--- src/rtl/img_rsz_collector_pkg.sv ---
// ============================================================================
// Package     : ImgRszPkg
// Description : Shared types and tile geometry for the resized-pixel path.
// Revision    : 1.0 - initial release
// ============================================================================
`default_nettype none

package ImgRszPkg;

    localparam int PXL_PRIM_COLOR_NUM   = 3;
    localparam int PXL_COLOR_W          = 8;
    localparam int RSZ_IMG_WIDTH_SIZE   = 4;
    localparam int RSZ_IMG_HEIGHT_SIZE  = 2;

    // Index width for a count of n items; never narrower than one bit.
    function automatic int idx_width(input int n);
        return (n > 1) ? $clog2(n) : 1;
    endfunction

    localparam int RSZ_IMG_WIDTH_IDX_W  = idx_width(RSZ_IMG_WIDTH_SIZE);
    localparam int RSZ_IMG_HEIGHT_IDX_W = idx_width(RSZ_IMG_HEIGHT_SIZE);

    typedef logic [PXL_PRIM_COLOR_NUM-1:0][PXL_COLOR_W-1:0] FcRszPxlData_t;

endpackage

`default_nettype wire

--- src/rtl/img_rsz_collector_raster_cnt.sv ---
// ============================================================================
// Module      : img_rsz_raster_cnt
// Description : X/Y raster wrap counter with first/last flags and tile-done.
// Revision    : 1.0 - initial release
// ============================================================================
`default_nettype none

module img_rsz_raster_cnt #(
    parameter int W       = 4,
    parameter int H       = 2,
    parameter int X_IDX_W = 2,
    parameter int Y_IDX_W = 1
) (
    input  logic               clk,
    input  logic               rst_n,
    input  logic               en,
    output logic [X_IDX_W-1:0] x,
    output logic [Y_IDX_W-1:0] y,
    output logic               first,
    output logic               last,
    output logic               tile_done
);

    logic w_x_at_end;
    logic w_y_at_end;

    assign w_x_at_end = (x == X_IDX_W'(W - 1));
    assign w_y_at_end = (y == Y_IDX_W'(H - 1));

    always_ff @(posedge clk or negedge rst_n) begin
        if (!rst_n) begin
            x <= '0;
            y <= '0;
        end else if (en) begin
            if (w_x_at_end) begin
                x <= '0;
                y <= w_y_at_end ? '0 : y + Y_IDX_W'(1);
            end else begin
                x <= x + X_IDX_W'(1);
            end
        end
    end

    assign first     = (x == '0) && (y == '0);
    assign last      = w_x_at_end && w_y_at_end;
    assign tile_done = en && last;

endmodule

`default_nettype wire

--- src/rtl/img_rsz_collector.sv ---
// ============================================================================
// Module      : img_rsz_collector
// Description : Buffers one tile of out-of-order resized pixels and re-emits
//               them in raster order. Optional IMG_RSZ_COLLECTOR_OOR_CHK_EN
//               drops out-of-range indices and raises sticky ErrOor.
// Revision    : 1.0 - initial release
// ============================================================================
`default_nettype none

module img_rsz_collector
    import ImgRszPkg::*;
#(
    parameter int RSZ_W   = RSZ_IMG_WIDTH_SIZE,
    parameter int RSZ_H   = RSZ_IMG_HEIGHT_SIZE,
    parameter int X_IDX_W = RSZ_IMG_WIDTH_IDX_W,
    parameter int Y_IDX_W = RSZ_IMG_HEIGHT_IDX_W
) (
    input  logic               clk,
    input  logic               rst_n,
    input  FcRszPxlData_t      RszPxlData,
    input  logic [X_IDX_W-1:0] RszPxlX,
    input  logic [Y_IDX_W-1:0] RszPxlY,
    input  logic               RszPxlVld,
    output logic               RszPxlRdy,
    output FcRszPxlData_t      OutPxlData,
    output logic [X_IDX_W-1:0] OutPxlX,
    output logic [Y_IDX_W-1:0] OutPxlY,
    output logic               OutPxlFirst,
    output logic               OutPxlLast,
    output logic               OutPxlVld,
    input  logic               OutPxlRdy,
    output logic [15:0]        TileCnt,
    output logic               ErrOor
);

    localparam int C_PXL_NUM   = RSZ_W * RSZ_H;
    localparam int C_PXL_IDX_W = idx_width(C_PXL_NUM);

    logic [C_PXL_NUM-1:0]   r_full;
    FcRszPxlData_t          r_buf [C_PXL_NUM];
    logic [15:0]            r_tile_cnt;

    logic [C_PXL_IDX_W-1:0] w_wr_idx;
    logic [C_PXL_IDX_W-1:0] w_rd_idx;
    logic [X_IDX_W-1:0]     w_rx;
    logic [Y_IDX_W-1:0]     w_ry;
    logic                   w_slot_free;
    logic                   w_wr_fire;
    logic                   w_rd_fire;
    logic                   w_tile_done;

    // Both indices flatten (x, y) row-major into the single buffer array.
    assign w_wr_idx    = C_PXL_IDX_W'(32'(RszPxlY) * 32'(RSZ_W) + 32'(RszPxlX));
    assign w_rd_idx    = C_PXL_IDX_W'(32'(w_ry) * 32'(RSZ_W) + 32'(w_rx));
    assign w_slot_free = ~r_full[w_wr_idx];

`ifdef IMG_RSZ_COLLECTOR_OOR_CHK_EN
    logic w_in_range;
    logic r_err_oor;

    assign w_in_range = (32'(RszPxlX) < 32'(RSZ_W)) && (32'(RszPxlY) < 32'(RSZ_H));
    assign RszPxlRdy  = ~w_in_range | w_slot_free;
    assign w_wr_fire  = RszPxlVld & w_in_range & w_slot_free;

    always_ff @(posedge clk or negedge rst_n) begin
        if (!rst_n) begin
            r_err_oor <= 1'b0;
        end else if (RszPxlVld && !w_in_range) begin
            r_err_oor <= 1'b1;
        end
    end

    assign ErrOor = r_err_oor;
`else
    assign RszPxlRdy = w_slot_free;
    assign w_wr_fire = RszPxlVld & w_slot_free;
    assign ErrOor    = 1'b0;
`endif

    assign OutPxlVld  = r_full[w_rd_idx];
    assign OutPxlData = r_buf[w_rd_idx];
    assign OutPxlX    = w_rx;
    assign OutPxlY    = w_ry;
    assign w_rd_fire  = OutPxlVld & OutPxlRdy;

    // Write needs an empty slot and drain needs a full one, so the two
    // updates below never target the same bit in one cycle.
    always_ff @(posedge clk or negedge rst_n) begin
        if (!rst_n) begin
            r_full <= '0;
        end else begin
            if (w_wr_fire) begin
                r_full[w_wr_idx] <= 1'b1;
            end
            if (w_rd_fire) begin
                r_full[w_rd_idx] <= 1'b0;
            end
        end
    end

    always_ff @(posedge clk) begin
        if (w_wr_fire) begin
            r_buf[w_wr_idx] <= RszPxlData;
        end
    end

    img_rsz_raster_cnt #(
        .W       (RSZ_W),
        .H       (RSZ_H),
        .X_IDX_W (X_IDX_W),
        .Y_IDX_W (Y_IDX_W)
    ) u_raster_cnt (
        .clk       (clk),
        .rst_n     (rst_n),
        .en        (w_rd_fire),
        .x         (w_rx),
        .y         (w_ry),
        .first     (OutPxlFirst),
        .last      (OutPxlLast),
        .tile_done (w_tile_done)
    );

    always_ff @(posedge clk or negedge rst_n) begin
        if (!rst_n) begin
            r_tile_cnt <= '0;
        end else if (w_tile_done) begin
            r_tile_cnt <= r_tile_cnt + 16'd1;
        end
    end

    assign TileCnt = r_tile_cnt;

endmodule

`default_nettype wire

--- config.mk ---
export PLATFORM = sky130hd
export DESIGN_NAME = img_rsz_collector
export DESIGN_NICKNAME = d
export VERILOG_FILES = /design/src/rtl/img_rsz_collector_pkg.sv /design/src/rtl/img_rsz_collector_raster_cnt.sv /design/src/rtl/img_rsz_collector.sv
export SDC_FILE = /design/constraint.sdc
export NUM_CORES = 1
export LEC_CHECK = 0
export ABC_CLOCK_PERIOD_IN_PS = 9900
export CORE_ASPECT_RATIO = 1.5
export CORE_MARGIN = 2
export CORE_UTILIZATION = 45
export CTS_BUF_LIST = sky130_fd_sc_hd__clkbuf_4 sky130_fd_sc_hd__clkbuf_8
export DETAILED_ROUTE_END_ITERATION = 16
export PLACE_DENSITY = 0.63
export SKIP_CTS_REPAIR_TIMING = 1
export SLEW_MARGIN = 20
export SYNTH_ARGS = -nofsm -noshare
export SYNTH_HDL_FRONTEND = slang
export SYNTH_SLANG_ARGS = --single-unit
--- constraint.sdc ---
create_clock -name clk -period 9.9 [get_ports clk]
set_input_delay 0.99 -clock clk [delete_from_list [all_inputs] [get_ports clk]]
set_output_delay 0.99 -clock clk [all_outputs]
set_load 0.05 [all_outputs]
* Yosys cells after proc, flatten, opt, wreduce, memory -nomap -nowiden
Memory sizes are Yosys's and may differ from the RTL's.
Index checks and enable logic that the tools add are counted.
** Word-level totals
- Memories kept :: 1
- Bits in registers :: 27
- Bits of input ports :: 31
- Output and inout bits :: 48
- Word-level logic and storage cells :: 43
- RAM bits :: 192
** Cells by class
- Reductions and logical operators :: 7
- Bitwise logic cells :: 7
- Add/sub/neg operators :: 5
- Muxes and demuxes :: 14
- Equality and inequality tests :: 1
- Magnitude comparators :: 4
** Memory list
- r_buf :: depth 8, width 24, rd ports 1, clocked after memory_dff 0, wr ports 1, line img_rsz_collector.sv:40 : FcRszPxlData_t r_buf [C_PXL_NUM];
** Operators with widths (number)
- adder 16 x 1 -> 16 bit (second input constant) :: 1
- 2-to-1 mux 8 bit :: 2
- AND 8 bit :: 1
- < comparator 3 x 4 -> 1 bit (second input constant) :: 2
- inverter 8 bit :: 1
- bitwise OR 8 bit :: 1
- 2-to-1 mux 1 bit :: 7
- adder 3 x 2 -> 3 bit :: 2
- binary-select mux 1 bit (select 3 bit) :: 2
- demux 1 bit (select 3 bit) :: 2
- >= comparator 3 x 1 -> 1 bit (second input constant) :: 2
- logical AND 1 bit :: 5
- adder 2 x 1 -> 2 bit (second input constant) :: 1
- AND 1 bit :: 2
- == test 2 bit (second input constant) :: 1
- logical NOT 2 bit :: 1
- 2-to-1 mux 2 bit :: 1
- inverter 1 bit :: 2
- AND reduction 2 bit :: 1
- adder 1 bit (second input constant) :: 1

* Longest topological paths before layout
- Word-level depth :: 9
- Depth in mapped cells :: 7
- Mapped depth without buffers :: 5

* By module
A second synthesis with hierarchy kept.
** Unflattened totals
- Cell total of the unflattened synthesis :: 454
- Area total of the unflattened synthesis :: 8574.5 um^2
** By module, submodules not included
- img_rsz_collector :: area each 8411.8 um^2, cells each 438, times used 1
- img_rsz_raster_cnt :: area each 162.7 um^2, cells each 16, times used 1

* Worst setup path before layout
Ideal clock, no wire load.
- Path type :: input port to flip-flop
- Start :: in RszPxlX[0]
- End :: mem r_buf[1][0] in the netlist's numbering (enable)
- Library setup time :: 0.478 ns
- Cell stages on the path :: 2
- Path slack :: 5.521 ns
- Data required time :: 9.422 ns
- Arrival :: 3.900 ns
- Cells stage by stage :: clkbuf_1 nor4b_1
** Between the ends
- Longest elaborated chain between the ends :: 7
** RTL lines
- start: declaration :: line img_rsz_collector.sv:21 : input logic [X_IDX_W-1:0] RszPxlX,
- adder 3 x 2 -> 3 bit (*) :: line img_rsz_collector.sv:53 : assign w_wr_idx = C_PXL_IDX_W'(32'(RszPxlY) * 32'(RSZ_W) + 32'(RszPxlX));
- binary-select mux 1 bit (select 3 bit) :: line img_rsz_collector.sv:55 : assign w_slot_free = ~r_full[w_wr_idx];
- 2-to-1 mux 1 bit (not written as such) :: line img_rsz_collector.sv:55
- inverter 1 bit :: line img_rsz_collector.sv:55
- AND 1 bit :: line img_rsz_collector.sv:76 : assign w_wr_fire = RszPxlVld & w_slot_free;
- 2-to-1 mux 1 bit :: line img_rsz_collector.sv:102 : if (w_wr_fire) begin
- 2-to-1 mux 1 bit (not written as such) :: line img_rsz_collector.sv:103 : r_buf[w_wr_idx] <= RszPxlData;
- end: declaration :: line img_rsz_collector.sv:40
Every way passes the cells marked *; elsewhere a longest branch is shown, timed or not. The select of a mux whose other input is x is not followed.

* Worst setup path after layout
- Start :: reg u_raster_cnt.x[0]
- End :: out OutPxlVld
** Between the ends
- Longest elaborated chain between the ends :: 3
** RTL lines
- start: declaration :: line img_rsz_collector_raster_cnt.sv:17 : output logic [X_IDX_W-1:0] x,
- start signal: assignment :: line img_rsz_collector_raster_cnt.sv:39 : x <= x + X_IDX_W'(1);
- adder 3 x 2 -> 3 bit :: line img_rsz_collector.sv:54 : assign w_rd_idx = C_PXL_IDX_W'(32'(w_ry) * 32'(RSZ_W) + 32'(w_rx));
- binary-select mux 1 bit (select 3 bit) :: line img_rsz_collector.sv:80 : assign OutPxlVld = r_full[w_rd_idx];
- 2-to-1 mux 1 bit (not written as such) :: line img_rsz_collector.sv:80
- end: declaration :: line img_rsz_collector.sv:30 : output logic OutPxlVld,
No other way between the ends. The select of a mux whose other input is x is not followed.

==> results.md <==
- Outcome: completed
- Routed via count: 4318
- All-Layer GR Usage: 17.2%
- Synth Flop Type: edfxtp_1
- Initial antenna violation count: 0
- Slowest stage cell, crit path: clkdlybuf4s50_1
- Initial Util: 45.6%
- Largest net degree at the start of global routing: 39
- Post-synth EDFFs: 192
- Global route overflow: 0
- Commonest non-fill, non-tap cells in the layout: edfxtp_1, clkdlybuf4s50_1, mux4_2
- Io pins: 79
- Minimum clock period: 4850 ps
- Clk_lat worst skew: 500 ps
- CP Capture Type: output pin
- Synth warnings: 0
- Die Height: 174 um
- CTS buffer count: 35
- WS Path Type: flop to output pin
- Buffers on Ports: 77
- Sequential-to-total area share from yosys stat: 74.4%
- Arr. time, crit path: 3860 ps
- DR DRC count: 0
- Worst Setup SP: u_raster_cnt.x[0]
- Drt first pass iters: 4
- Reg2reg end: u_raster_cnt.x[0]
- Clock skew: 13.2 ps
- Final Slew Violations: 0
- Worst r2r path cells: 6
- Fin. Hold Viols: 0
- Mapped cell area: 8660 sq um
- Maxcap violations: 0
- Syn_nets: 457
- Fraction of layout cells with a size suffix above 1: 27.8%
- WL final: 16800 um
- RePlAce Congestion: 0.792
- Worst-path maximum fanout: 38
- FF-to-FF Start: u_raster_cnt.x[0]
- Crit path launch type: flop
- #FFs+latches synth: 219
- Worst hold path class: flop to flop
- Setup ws final: 5050 ps
- Core area: 19000 sq um
- Clock Tree Buf Depth: 3
- Vias in the first global route: 4769
- N_diodes: 0
- Row Count: 62
- First-pass GRT wire length: 26300 um
- Leak: 3.49 nW
- Layout area overhead: 20.8%
- DRT iter0 DRCs: 243
- Crit-path max cell delay: 930 ps
- TNS Setup: 0 ps
- Post-DP HPWL: 9470 um
- Placed cell area: 9780 sq um
- Period utilization: 49.0%
- Worst slack, placed: 5480 ps
- Final nets: 560
- Synth Instances: 423
- Die Wd: 117 um
- Worst-path clk slew: 60 ps
- Crit-path cells: buf_4 -> mux2i_1 -> a22o_1 -> a211oi_4 -> clkdlybuf4s50_1
- Maximum VDD drop: 148 uV
- Root buf cell: clkbuf_8
- Unrepaired setup endpoints after global routing: false
- WL/cell: 20.9 um
- Die footprint: 20400 sq um
- CP required: 8910 ps
- Actual slew at the worst max-slew pin: 960 ps
- Syn_area_per_cell: 20.5 sq um
- Commonest non-fill, non-tap cell in the layout: edfxtp_1
- H-tree depth: 2
- PD cells: 288 nW/um^2
- FFs w/ async S/R, synth: 12.3%
- Vias per cell: 5.35
- F_max: 206 MHz
- Final setup vio count: 0
- Fin area: 10500 sq um
- R2r setup slk: 6560 ps
- Crit path capture: OutPxlVld
- CTS tree: yes
- Post-synthesis cell type count: 36
- Clock sinks: 219
- Max-slew headroom: 35.9%
- Post-DRT Antenna Nets: 0
[report_power, final]
part	switching [mW]	total (mW)	internal (mW)
clock network	0.328	0.745	0.417
logic	0.640	1.11	0.468
registers	0.0940	1.15	1.06
total	1.06	3.01	1.95
[metrics by stage]
| step | cells | total power, mW | hold WS, ps | util (%) |
|---|---|---|---|---|
| 2_1_floorplan | 423 | 1.99 | 503 | - |
| 3_3_place_gp | 745 | 2.28 | 465 | 51.4 |
| 3_5_place_dp | 745 | 2.30 | 475 | 51.4 |
| 4_1_cts | 807 | 3.05 | 486 | 55.0 |
| 5_1_grt | 807 | 3.15 | 511 | 55.0 |
| 6_report | 807 | 3.01 | 483 | 55.0 |
[worst max-delay path, delay by kind of cell (launching register included)]
family	cells	cell delay, ps
AOI/OAI and AO/OA	2	880
muxes	1	160
buffers and inverters	2	1580
DFF	1	740
[how the worst min path moves through the flow]
stage	startpoint	endpoint	slack [ps]	cells after the start
floorplan	r_full[6]	r_full[6]	500	1
global placement	TileCnt[15]	TileCnt[15]	460	1
detailed placement	TileCnt[15]	TileCnt[15]	470	1
CTS	TileCnt[15]	TileCnt[15]	490	1
global route	TileCnt[15]	TileCnt[15]	510	1
finish	TileCnt[15]	TileCnt[15]	480	1
[area by class of cell]
type,count,area (sq um)
clock buffers,48,598
clock inverters,14,85.1
fillers,1481,8550
inverters,2,7.51
multi-input cells,180,2150
flip-flops and latches,219,6450
well taps,256,320
repair buffers,88,853
[state kept, by name, summed over array words and instances (netlist names)]
| name | cells |
|---|---|
| TileCnt | 16 |
| r_buf | 192 |
| r_full | 8 |
| u_raster_cnt.x | 2 |
| u_raster_cnt.y | 1 |
[metal layers]
metal	track usage (%)	vias up	wire, um
met5	0	-	0
met4	6.62	0	504
met3	3.49	37	880
met2	29.2	115	8620
met1	21.7	2239	6830
li1	-	1927	-
[Yosys cell counts, types with 2 or more instances]
master,instances,area (sq um)
nor2_1,12,45.0
dfrtp_1,27,676
nand4_1,6,37.5
buf_4,4,30.0
buf_2,9,45.0
nor3_1,4,20.0
mux2_2,28,315
inv_1,2,7.51
a31oi_1,7,43.8
buf_1,2,7.51
xnor2_1,15,131
mux2i_1,3,30.0
and2_1,5,31.3
clkbuf_1,7,26.3
mux2_1,2,22.5
edfxtp_1,192,5770
mux4_2,48,1080
nor2b_1,4,25.0
and3_1,12,75.1
o32a_1,2,20.0
ha_1,3,37.5
nand2_1,5,18.8
nand2b_1,2,12.5
nand3_1,9,45.0
nor4_1,2,12.5
[cells by family (layout without fill, tap and decap cells)]
logic type | Yosys count | after routing | synth area share [%]
AO/OA/AOI/OAI | 15 | 15 | 1.43
buffers and inverters | 24 | 152 | 1.34
AND/OR/NAND/NOR | 64 | 64 | 4.02
flip-flops | 219 | 219 | 74.4
adder cells (fa/ha/maj) | 3 | 3 | 0.434
XOR/XNOR | 16 | 16 | 1.62
other | 1 | 1 | 0.0433
multiplexers | 81 | 81 | 16.7
Power figures use the tool's default switching activity.
